`src/rtl/core_loader.sv`:
```
// core_loader: streams len words from the activation/weight SRAMs into L0 and/or IFIFO.
// Latency: first SRAM read 1 cycle after start, first write 2 cycles after, done at start+len+2 unstalled.
// Backpressure: a full destination stops new issues; a word already in flight is parked in a 1-entry hold.
//
// Ports:
//   clk, reset (async, active-low)           clocking / reset
//   start, mode, data_mode, base_*, len      transfer request, latched when start is accepted in IDLE
//   busy, done                               status: busy through RUN and DONE, done is a 1-cycle pulse
//   act_cen/act_a/act_q, wt_cen/wt_a/wt_q    SRAM read ports (cen active-low, q valid one cycle after cen=0)
//   l0_wr/l0_in/l0_full                      L0 write port (stream A)
//   ififo_wr/ififo_in/ififo_full             IFIFO write port (stream B, output-stationary only)
module core_loader #(
    parameter  int bw     = 4,
    parameter  int row    = 8,
    parameter  int addr_w = 11,
    localparam int W      = bw * row
) (
    input  logic              clk,
    input  logic              reset,
    input  logic              start,
    input  logic              mode,
    input  logic              data_mode,
    input  logic [addr_w-1:0] base_act,
    input  logic [addr_w-1:0] base_wt,
    input  logic [addr_w-1:0] len,
    output logic              busy,
    output logic              done,
    output logic              act_cen,
    output logic [addr_w-1:0] act_a,
    input  logic [W-1:0]      act_q,
    output logic              wt_cen,
    output logic [addr_w-1:0] wt_a,
    input  logic [W-1:0]      wt_q,
    output logic              l0_wr,
    output logic [W-1:0]      l0_in,
    input  logic              l0_full,
    output logic              ififo_wr,
    output logic [W-1:0]      ififo_in,
    input  logic              ififo_full
);

    typedef enum logic [1:0] {
        S_IDLE = 2'd0,
        S_RUN  = 2'd1,
        S_DONE = 2'd2
    } state_t;

    state_t            r_state;
    state_t            w_state_nxt;

    // Transfer parameters captured at start.
    logic              r_mode;
    logic              r_dmode;
    logic [addr_w-1:0] r_base_act;
    logic [addr_w-1:0] r_base_wt;
    logic [addr_w-1:0] r_len;
    logic [addr_w-1:0] r_iss_cnt;
    logic [addr_w-1:0] r_wr_cnt;

    // Stream A feeds L0, stream B feeds IFIFO.
    logic              r_a_pend;      // read issued last cycle, q arrives now
    logic              r_b_pend;
    logic              r_a_hold_vld;
    logic              r_b_hold_vld;
    logic [W-1:0]      r_a_hold_dat;
    logic [W-1:0]      r_b_hold_dat;
    // Set when one stream has written the current word but the other has not yet.
    logic              r_a_fin;
    logic              r_b_fin;

    logic              w_accept;
    logic              w_os;
    logic              w_issue;
    logic [W-1:0]      w_a_q;
    logic              w_a_wr_dir;
    logic              w_a_wr_hold;
    logic              w_b_wr_dir;
    logic              w_b_wr_hold;
    logic              w_a_fin;
    logic              w_b_fin;
    logic              w_inc;
    logic [addr_w-1:0] w_wr_cnt_nxt;
    logic              w_holds_nxt;

    assign w_os  = ~r_mode;
    // Stream A reads the weight SRAM only in WS mode with data_mode=1.
    assign w_a_q = (r_mode && r_dmode) ? wt_q : act_q;

    // A word is only issued when every active stream could accept its return
    // directly; this keeps the hold drain and a fresh return from colliding.
    assign w_issue = (r_state == S_RUN) && (r_iss_cnt < r_len)
                   && !l0_full && !r_a_hold_vld
                   && (!w_os || (!ififo_full && !r_b_hold_vld));

    assign w_a_wr_hold = r_a_hold_vld & ~l0_full;
    assign w_a_wr_dir  = r_a_pend & ~l0_full;
    assign w_b_wr_hold = r_b_hold_vld & ~ififo_full;
    assign w_b_wr_dir  = r_b_pend & ~ififo_full;

    // A word counts as written once every active stream has delivered it;
    // in OS mode the two streams can finish in different cycles.
    assign w_a_fin      = r_a_fin | w_a_wr_hold | w_a_wr_dir;
    assign w_b_fin      = r_b_fin | w_b_wr_hold | w_b_wr_dir;
    assign w_inc        = w_a_fin & (w_b_fin | ~w_os);
    assign w_wr_cnt_nxt = r_wr_cnt + {{(addr_w-1){1'b0}}, w_inc};
    assign w_holds_nxt  = ((r_a_pend | r_a_hold_vld) & l0_full)
                        | ((r_b_pend | r_b_hold_vld) & ififo_full);

    always_ff @(posedge clk or negedge reset) begin
        if (!reset) begin
            r_state      <= S_IDLE;
            r_mode       <= 1'b0;
            r_dmode      <= 1'b0;
            r_base_act   <= '0;
            r_base_wt    <= '0;
            r_len        <= '0;
            r_iss_cnt    <= '0;
            r_wr_cnt     <= '0;
            r_a_pend     <= 1'b0;
            r_b_pend     <= 1'b0;
            r_a_hold_vld <= 1'b0;
            r_b_hold_vld <= 1'b0;
            r_a_hold_dat <= '0;
            r_b_hold_dat <= '0;
            r_a_fin      <= 1'b0;
            r_b_fin      <= 1'b0;
        end else begin
            r_state <= w_state_nxt;
            if (w_accept) begin
                r_mode     <= mode;
                r_dmode    <= data_mode;
                r_base_act <= base_act;
                r_base_wt  <= base_wt;
                r_len      <= len;
                r_iss_cnt  <= '0;
                r_wr_cnt   <= '0;
            end else begin
                if (w_issue) begin
                    r_iss_cnt <= r_iss_cnt + 1'b1;
                end
                r_wr_cnt <= w_wr_cnt_nxt;
            end
            r_a_pend <= w_issue;
            r_b_pend <= w_issue & w_os;

            if (r_a_pend && l0_full) begin
                r_a_hold_vld <= 1'b1;
                r_a_hold_dat <= w_a_q;
            end else if (w_a_wr_hold) begin
                r_a_hold_vld <= 1'b0;
            end

            if (r_b_pend && ififo_full) begin
                r_b_hold_vld <= 1'b1;
                r_b_hold_dat <= wt_q;
            end else if (w_b_wr_hold) begin
                r_b_hold_vld <= 1'b0;
            end

            r_a_fin <= w_a_fin & ~w_inc;
            r_b_fin <= w_b_fin & ~w_inc;
        end
    end

    always_comb begin
        w_state_nxt = r_state;
        w_accept    = 1'b0;
        busy        = 1'b0;
        done        = 1'b0;
        act_cen     = 1'b1;
        wt_cen      = 1'b1;
        act_a       = '0;
        wt_a        = '0;
        l0_wr       = 1'b0;
        l0_in       = '0;
        ififo_wr    = 1'b0;
        ififo_in    = '0;

        case (r_state)
            S_IDLE: begin
                if (start) begin
                    w_accept    = 1'b1;
                    w_state_nxt = (len == '0) ? S_DONE : S_RUN;
                end
            end
            S_RUN: begin
                busy = 1'b1;
                if ((w_wr_cnt_nxt == r_len) && !w_holds_nxt) begin
                    w_state_nxt = S_DONE;
                end
            end
            S_DONE: begin
                busy        = 1'b1;
                done        = 1'b1;
                w_state_nxt = S_IDLE;
            end
            default: w_state_nxt = S_IDLE;
        endcase

        if (w_issue && (w_os || !r_dmode)) begin
            act_cen = 1'b0;
            act_a   = r_base_act + r_iss_cnt;
        end
        if (w_issue && (w_os || r_dmode)) begin
            wt_cen = 1'b0;
            wt_a   = r_base_wt + r_iss_cnt;
        end

        // Held data goes first; the issue rule keeps it from meeting a return.
        if (w_a_wr_hold) begin
            l0_wr = 1'b1;
            l0_in = r_a_hold_dat;
        end else if (w_a_wr_dir) begin
            l0_wr = 1'b1;
            l0_in = w_a_q;
        end
        if (w_b_wr_hold) begin
            ififo_wr = 1'b1;
            ififo_in = r_b_hold_dat;
        end else if (w_b_wr_dir) begin
            ififo_wr = 1'b1;
            ififo_in = wt_q;
        end
    end

endmodule

```
`config.mk`:
```
export PLATFORM = sky130hd
export DESIGN_NAME = core_loader
export DESIGN_NICKNAME = d
export VERILOG_FILES = /design/src/rtl/core_loader.sv
export SDC_FILE = /design/constraint.sdc
export NUM_CORES = 1
export LEC_CHECK = 0
export CORE_UTILIZATION = 45
export DETAILED_ROUTE_END_ITERATION = 6
export PLACE_DENSITY = 0.74
export SLEW_MARGIN = 20
export SYNTH_ARGS = -nofsm -noshare
export SYNTH_HDL_FRONTEND = slang
export SYNTH_SLANG_ARGS = --single-unit
```
`constraint.sdc`:
```
create_clock -name clk -period 4.67 [get_ports clk]
set_clock_uncertainty 0.15 [all_clocks]
set_input_delay 0.934 -clock clk [delete_from_list [all_inputs] [get_ports clk]]
set_output_delay 0.934 -clock clk [all_outputs]
set_load 0.02 [all_outputs]
```
**After elaboration in Yosys (flattened, before gate mapping)**

Cells that the tools add are included.

- Register bits after elaboration: 129
- Latch bits: 0
- RAM bits: 0
- Memory bits (read-only): 0
- Input port bits: 104
- Output and inout bits: 92
- Logic and storage cells: 103
- Memories: 0

- Add/subtract/negate cells: 4
- Multiply operators: 0
- Divide/modulo/power cells: 0
- $lt $le $gt $ge: 1
- Equal/unequal tests: 5
- Shifts and indexed selects: 0
- Muxes and demuxes: 28
- Bitwise logic cells: 22
- Reduce and logical (&&, ||, !) cells: 27

Operator list:

| operator | number |
|---|---|
| 32-bit two-way mux | 5 |
| 11-bit two-way mux | 5 |
| 11-bit adder | 2 |
| 1-bit two-way mux | 14 |
| 11-bit by 1-bit adder with 11-bit output | 1 |
| 11-bit by 1-bit adder with 11-bit output, second input constant | 1 |
| 11-bit == test | 1 |
| 1-bit logical AND | 11 |
| 11-bit logical NOT | 1 |
| 11-bit < comparator | 1 |
| 1-bit bitwise AND | 10 |
| 1-bit OR | 8 |
| 1-bit logical NOT | 6 |
| 2-bit two-way mux | 3 |
| 2-bit nonzero test | 3 |
| 1-bit NOT | 4 |
| 2-bit case mux with 2 select lines | 1 |
| 1-bit logical OR | 3 |
| 2-bit by 1-bit == test with 1-bit output, second input constant | 1 |
| 2-bit == test, second input constant | 1 |
| 2-bit logical NOT | 1 |
| 2-bit by 1-bit != test with 1-bit output, second input constant | 1 |
| 2-bit != test, second input constant | 1 |
| 2-bit AND reduction | 1 |
| 2-bit OR reduction | 1 |

**Depth between registers and ports, before layout**

Gate-level depths: netlist of the first run.

- Depth after elaboration: 11
- Mapped depth: 12
- Gate-level depth less buffers: 12

**Worst setup path after synthesis of the first run**

OpenSTA, ideal clock, no wires.

- Kind: flip-flop to output port
- Start point: register r_iss_cnt[4]
- End point: output port act_a[9]
- Data arrival time: 3003 ps
- Data required time: 3586 ps
- Setup slack: 583 ps
- Stages on the path, launching flop included: 9
- Buffers on the path: 0
- Cell sequence: dfrtp_1 -> ha_1 -> a21o_1 -> a21o_1 -> a21oi_1 -> o21ai_1 -> a21oi_1 -> nand2_1 -> a2111oi_0

- Word-level cells in the longest chain between the ends: 7
- Elaborated cells on any way between the ends: 8
- Those cells by class: 1 x add/sub; 1 x order compare; 1 x mux; 5 x reduce/logical

RTL lines:

| what | line | text |
|---|---|---|
| start: declaration | 57 | `logic [addr_w-1:0] r_iss_cnt;` |
| start signal: assignment | 139 | `r_iss_cnt <= r_iss_cnt + 1'b1;` |
| 11-bit < comparator | 91 | `assign w_issue = (r_state == S_RUN) && (r_iss_cnt < r_len)` |
| 1-bit logical AND | 91 |  |
| 1-bit logical AND (2 in series) | 92 | `&& !l0_full && !r_a_hold_vld` |
| 1-bit logical AND | 93 | `&& (!w_os \|\| (!ififo_full && !r_b_hold_vld));` |
| 1-bit logical AND | 200 | `if (w_issue && (w_os \|\| !r_dmode)) begin` |
| 11-bit two-way mux * | 200 |  |
| end: declaration | 29 | `output logic [addr_w-1:0] act_a,` |

Every way passes the cells marked *; elsewhere a longest branch is shown, timed or not.

**Worst setup path in the final report of the first run**

- Start point: register r_base_act[0]
- End point: output port act_a[8]

- Word-level cells in the longest chain between the ends: 2

RTL lines:

| what | line | text |
|---|---|---|
| start: declaration | 54 | `logic [addr_w-1:0] r_base_act;` |
| start signal: assignment | 132 | `r_base_act <= base_act;` |
| 11-bit adder | 202 | `act_a = r_base_act + r_iss_cnt;` |
| 11-bit two-way mux | 200 |  |

Every way passes these cells.

==> impl_results.md, run 1 <==
* Initial antenna violation count at 0
* Unrepaired setup endpoints after global routing: false
* Run status: finished clean
* PwrDens at between 400 and 500 mW/mm^2
* Reg clk slew, reported paths at around 0.05 ns
* Commonest non-fill, non-tap cell in the layout: clkdlybuf4s50_1
* Pin count of the biggest net entering global routing at 70
* Part of the power in registers at 0.358
* Post-synthesis simple-gate area fraction at 0.168
* Worst-Margin Slew at between 1 and 1.5 ns
* Input/output buffers at about 200
* CP required at 3.59 ns
* Rel. slew slack at 0.330
* Highest clock rate at 227 MHz
* Core footprint at about 0.016 sq mm
* Die area at 0.0172 sq mm
* Syn Inst Count at roughly 820
* Hold Path Depth at 2
* Number of enable flip-flop cells after synthesis at 0
* DR iter-0 viols at 303
* Initial Util at 0.467
* Core Rows at 46
* Drc violations at 0
* Synth warn at 0
* Fin. Hold Viols at 0
* Hold Path Class: flop to flop
* Switching power at 0.00175 W
* Final setup viols at 0
* Hold Buf Count CTS at 0
* Clock Tree Buf Depth at 2
* Critical Path Source Type: flop
* Area growth syn-to-layout at 37.7%
* Antenna cells at 0
* Clock sinks at 129
* Die X at about 130 um
* Int Pwr at 0.00330 W
* Synth unique cells at 47
* DP HPWL at 14,700 um
* Adder-cell share of the synthesized area at 0.0652
* Most frequent cells in the layout: 192 x clkdlybuf4s50_1, 132 x nand2_1, 129 x dfrtp_1
* Die Y at 131 um
* Final WL at 20,400 um
* Routability cong. at between 0.8 and 0.9
* H-tree levels at 4
* Initial DRT Pass Iterations at 6
* Sequential share of the synthesized area at 0.429
* Grt ovf at 0
* Max cap viols at 0
* Final period utilization at 0.943
* Main synth FF type: dfrtp_1
* Syn nets at 964
* Vias at 6,647
* Synth Area in XOR/XNOR at 0.0473
* Multiplexer share of the synthesized area at 0.0932
* Combinational share of power at 0.376
* Number of routed nets with antenna violations at 0
* Post-synth ARST share at 1.00
* TritonCTS Buffers at 17
* Max-slew violation count at 0
* Global Route Usage Sum at 0.243
* # nets final at 1,157
* Crit. End Element: output pin
* Vias/cell at 5.36
* Crit-path max FO at 3
* Average cell area after synthesis at 9.15 sq um
* Number of synthesized register bits at roughly 130
* Layout cells sized above 1 at 0.0907
* CTS tree: built
* CP Class: flop to output pin
* Cell Area, Synth at 0.00752 sq mm
* First-pass GRT wire length at 33,300 um
* Worst EP arrival at 3.32 ns
* Post-synthesis compound-gate area fraction at 0.163
* WHS at 0.337 ns
* Clock Power Share at 0.266
* Layout fillers at 1,348
* Worst skew pair latency at about 0.42 ns
* Main combinational cell family by area after synthesis: simple AND/OR/NAND/NOR gates
* Ports at between 150 and 200
* Final setup TNS at 0 ns
* FF-to-FF path depth at 12
* Sw Share at 0.346
* Maximum vdd drop at about 0.29 mV
* Routed len/inst at 16.5 um
* Min Tclk post-route at ~4.4 ns
* Leak Pwr at approximately 4.7 nW
* CTS root buf: clkbuf_16
* Vias in the first global route at about 6,400
worst max-delay path, cell delays in order (launching register included):
cell             delay, ns
dfrtp_1               0.38
ha_1                  0.22
fa_1                  0.41
a21o_1                0.17
a21oi_1               0.21
o21bai_1              0.10
a2111oi_0             0.41
nor2_1                0.15
xnor2_1               0.15
nor2_1                0.09
clkdlybuf4s50_1       0.61
cell type report:
cell class	count	area [sq um]	area share
Inverter	25	93.8	0.00906
Sequential cell	129	3230	0.312
Clock inverter	6	105	0.0102
Tap cell	216	270	0.0261
Clock buffer	23	488	0.0471
Multi-Input combinational cell	627	4060	0.392
Timing Repair Buffer	215	2110	0.204
power by group through the flow:
stage                     logic [W]  clock network [W]  registers [W]
final                       0.00190            0.00135        0.00181
after global routing        0.00211            0.00142        0.00186
after CTS                   0.00191            0.00136        0.00181
after detailed placement    0.00190                  0        0.00182
after global placement      0.00187                  0        0.00180
after floorplan             0.00129                  0        0.00176
Yosys cell counts, types with 20 or more instances:
cell type	instances	area (sq um)
clkbuf_1	32	120
inv_1	24	90.1
nand2_1	133	499
a21oi_1	61	305
o21ai_0	52	260
mux2_2	32	360
xnor2_1	20	175
dfrtp_1	129	3230
ha_1	36	450
mux2i_1	34	340
nor2_1	86	323
a22o_1	33	289
cell families (layout without fill, tap and decap cells):
logic type | after synthesis | count (layout)
AOI/OAI and AO/OA | 193 | 193
xor gates and xnor gates | 39 | 39
adders and majority gates | 38 | 38
buffers and inverters | 66 | 269
DFF | 129 | 129
muxes | 66 | 66
and+or+nand+nor | 291 | 291
layer usage:
layer	wire, um	part of all wire	up-vias	GRT usage
li1	-	-	3251	-
met1	9190	0.45	3147	0.317
met2	9730	0.48	233	0.405
met3	1300	0.064	16	0.0513
met4	212	0.010	0	0.0717
met5	0	0	-	0
final timing paths:
| check | start | to | slack (ns) |
|---|---|---|---|
| max | r_base_act[0] | act_a[8] | 0.26 |
| min | r_base_act[8] | r_base_act[8] | 0.34 |
| max reg2reg | r_a_pend | r_state[0] | 1.39 |
| min reg2reg | r_base_act[8] | r_base_act[8] | 0.34 |
| max in group asynchronous | reset | r_a_hold_dat[24] | 2.93 |
| min in group asynchronous | reset | r_wr_cnt[10] | 0.49 |
through the flow:
| stage | total power (W) | instance area [sq um] | std cells | util | setup WS, ns |
|---|---|---|---|---|---|
| 2_1_floorplan | 0.00305 | 7520 | 822 | - | 0.583 |
| 3_5_place_dp | 0.00372 | 9750 | 1212 | 0.605 | 0.0871 |
| 5_1_grt | 0.00539 | 10400 | 1241 | 0.642 | 0.0155 |
| 4_1_cts | 0.00508 | 10300 | 1241 | 0.642 | 0.0119 |
| 6_report | 0.00506 | 10400 | 1241 | 0.642 | 0.264 |
| 3_3_place_gp | 0.00367 | 9750 | 1212 | 0.605 | 0.205 |
repair_timing:
item,4_1_cts,5_1_grt
endpoints found under the setup margin,1,9
gates resized for setup,1,4
buffers inserted,0,0
cloned,0,0
registers in the layout, summed over array words and instances, names as in the netlist:
signal,cells
r_a_hold_dat,32
r_a_fin,1
r_a_pend,1
r_state,2
r_iss_cnt,11
r_base_wt,11
r_wr_cnt,11
r_a_hold_vld,1
r_dmode,1
r_len,11
r_b_fin,1
r_b_hold_dat,32
r_mode,1
r_base_act,11
r_b_hold_vld,1
r_b_pend,1
Note: power is estimated with default switching activity, not from simulation.
==> inputs of run 2 (changes only) <==
--- a/config.mk
+++ b/config.mk
@@ -12,3 +12,4 @@
 export SYNTH_ARGS = -nofsm -noshare
 export SYNTH_HDL_FRONTEND = slang
 export SYNTH_SLANG_ARGS = --single-unit
+export TNS_END_PERCENT = 20
==> run 2 against run 1 <==
  * Die area stayed put
  * Utilization barely moved
  * Highest routed layer unchanged
  * Routed wire length hardly changed
==> impl_results.md, run 2 (synthesized netlist as in run 1, its figures left out) <==
* Grt ovf at 0 (unchanged)
* Hold Path End: r_base_act[8]
* WHS at 0.337 ns (-0.000181 ns)
* H-tree levels at 4 (unchanged)
* # nets final at 1,157 (unchanged)
* Layout fillers at 1,349 (+0.074%)
* TritonCTS Buffers at 17 (unchanged)
* Fin. Hold Viols at 0 (unchanged)
* CP required at 3.59 ns (about the same)
* Reg-to-Reg End: r_state[0]
* Pin count of the biggest net entering global routing at 70 (unchanged)
* Commonest non-fill, non-tap cell in the layout: clkdlybuf4s50_1
* Reg clk slew, reported paths at 0.05 ns (about the same)
* Routed len/inst at 16.5 um (about the same)
* Die area at 0.0172 sq mm (unchanged)
* HP Start: r_base_act[8]
* Final setup TNS at 0 ns (unchanged)
* Core Rows at 46 (unchanged)
* Leak Pwr at 4.72 nW (-0.39%)
* CTS root buf: clkbuf_16
* Vias in the first global route at 6,447 (unchanged)
* Die Y at 131 um (unchanged)
* Area growth syn-to-layout at 37.7% (about the same)
* Ports at 196 (unchanged)
* Max-slew violation count at 0 (unchanged)
* Core footprint at 0.0161 sq mm (unchanged)
* Vias/cell at 5.36 (+0.11%)
* Highest clock rate at 225 MHz (-1.0%)
* Area occupied by multi-input gates at 0.00406 sq mm (unchanged)
* Initial Util at 0.467 (unchanged)
* Layout cells sized above 1 at 0.0907 (unchanged)
* Crit-path max FO at 7 (+4)
* Seq. cell area at 0.00323 sq mm (unchanged)
* Vias at 6,654 (+0.11%)
* Hold Path Depth at 2 (unchanged)
* CP Buf/Inv Count at 2 (+1)
* Input/output buffers at 195 (unchanged)
* Most frequent cells in the layout: 193 x clkdlybuf4s50_1, 132 x nand2_1, 129 x dfrtp_1
* Max cap viols at 0 (unchanged)
* Worst-Margin Slew at 1.00 ns (+0.00162 ns)
* Worst r2r src: r_a_pend
* Crit-path max cell delay at 0.67 ns (+0.06 ns)
* CP Class: flop to output pin
* Cells along the critical path: buf_4 -> ha_1 -> a21o_1 -> a21oi_1 -> o21ai_1 -> a21oi_2 -> nand2_1 -> a2111oi_1 -> clkdlybuf4s50_1
* CTS tree: built
* Min Tclk post-route at 4.45 ns (+0.0444 ns)
* Crit-path slowest cell: clkdlybuf4s50_1
* First-pass GRT wire length at 33,300 um (unchanged)
* R2R setup slack at 1.38 ns (about the same)
* Biggest regs: r_a_hold_dat: 32 flops, r_b_hold_dat: 32 flops
* Clock Tree Buf Depth at 2 (unchanged)
* Drc violations at 0 (unchanged)
* Run status: finished clean
* Maximum vdd drop at 0.291 mV (-0.34%)
* Final WL at 20,400 um (about the same)
* Hold Path Class: flop to flop
* Final period utilization at 0.953 (+0.00951)
* Crit-path leading delay family: compound AO/OA/AOI/OAI gates
* Worst Setup SP: r_iss_cnt[1]
* DR iter-0 viols at 311 (+2.6%)
* PwrDens at 488 mW/mm^2 (about the same)
* Die X at 131 um (unchanged)
* DP HPWL at 14,700 um (unchanged)
* Initial antenna violation count at 0 (unchanged)
* Final setup viols at 0 (unchanged)
* Critical Path Source Type: flop
* Antenna cells at 0 (unchanged)
* Rel. slew slack at 0.329 (-0.00108)
* Worst skew pair latency at 0.42 ns (about the same)
* Number of routed nets with antenna violations at 0 (unchanged)
* FF-to-FF path depth at 12 (unchanged)
* Pwr Total at 0.00505 W (about the same)
* Initial DRT Pass Iterations at 6 (unchanged)
* Global Route Usage Sum at 0.243 (unchanged)
* Unrepaired setup endpoints after global routing: true
* Crit. End Element: output pin
* Clock sinks at 129 (unchanged)
* Routability cong. at 0.879 (unchanged)
* Worst EP arrival at 3.37 ns (+0.05 ns)
-- run 2: changes by cell type in the layout (fill, tap and decap cells not counted), sizes merged --
cell	previous run	this run
dlymetal6s2s	1	0
clkdlybuf4s50	192	193
-- run 2: final cells by class --
cell class | instances | share of cell area
sequential | 129 | 0.312
multi-input combinational | 627 | 0.392
inverter | 25 | 0.00907
clock inverter | 6 | 0.0102
tap | 216 | 0.0261
timing repair buffer | 215 | 0.204
clock buffer | 23 | 0.0471
-- run 2: worst max-delay path by stage --
stage          endpoint  slack (ns)  cells after the start
2_1_floorplan  act_a[9]        0.58                      8
3_3_place_gp    wt_a[5]        0.20                      8
3_5_place_dp    wt_a[4]        0.09                      8
4_1_cts         wt_a[4]        0.01                     10
5_1_grt        act_a[9]       -0.03                      9
6_report       act_a[9]        0.22                      9
-- run 2: layer usage --
layer | part of all wire | vias to the layer above | GRT usage
met3 | 0.064 | 16 | 0.0513
li1 | - | 3252 | -
met4 | 0.010 | 0 | 0.0717
met2 | 0.48 | 232 | 0.405
met1 | 0.45 | 3154 | 0.317
met5 | 0 | - | 0
-- run 2: report_power, final --
part           total, W  internal, W  leakage [nW]  switching [W]
clock network   0.00134     0.000884         0.295       0.000461
logic           0.00190     0.000865          2.81        0.00103
registers       0.00181      0.00156          1.62       0.000256
total           0.00505      0.00330          4.72        0.00175
-- run 2: timing repair --
action / 4_1_cts / 5_1_grt
gates resized for setup: 1 / 3
setup buffers: 0 / 0
hold buffers: 0 / 0
endpoints found under the setup margin: 1 / 9
-- run 2: tightest hold or removal path: stages (launching register included) --
cell and delay (ns):
dfrtp_1 0.34, nand2_1 0.06, nand2_1 0.06
-- run 2: stage by stage --
| stage | setup WS [ns] | utilization | cell area, sq um | cells |
|---|---|---|---|---|
| after global placement | 0.205 | 0.605 | 9750 | 1212 |
| after detailed placement | 0.0871 | 0.605 | 9750 | 1212 |
| after floorplan | 0.583 | - | 7520 | 822 |
| after global routing | -0.0278 | 0.642 | 10400 | 1241 |
| final | 0.220 | 0.642 | 10400 | 1241 |
| after CTS | 0.0119 | 0.642 | 10300 | 1241 |
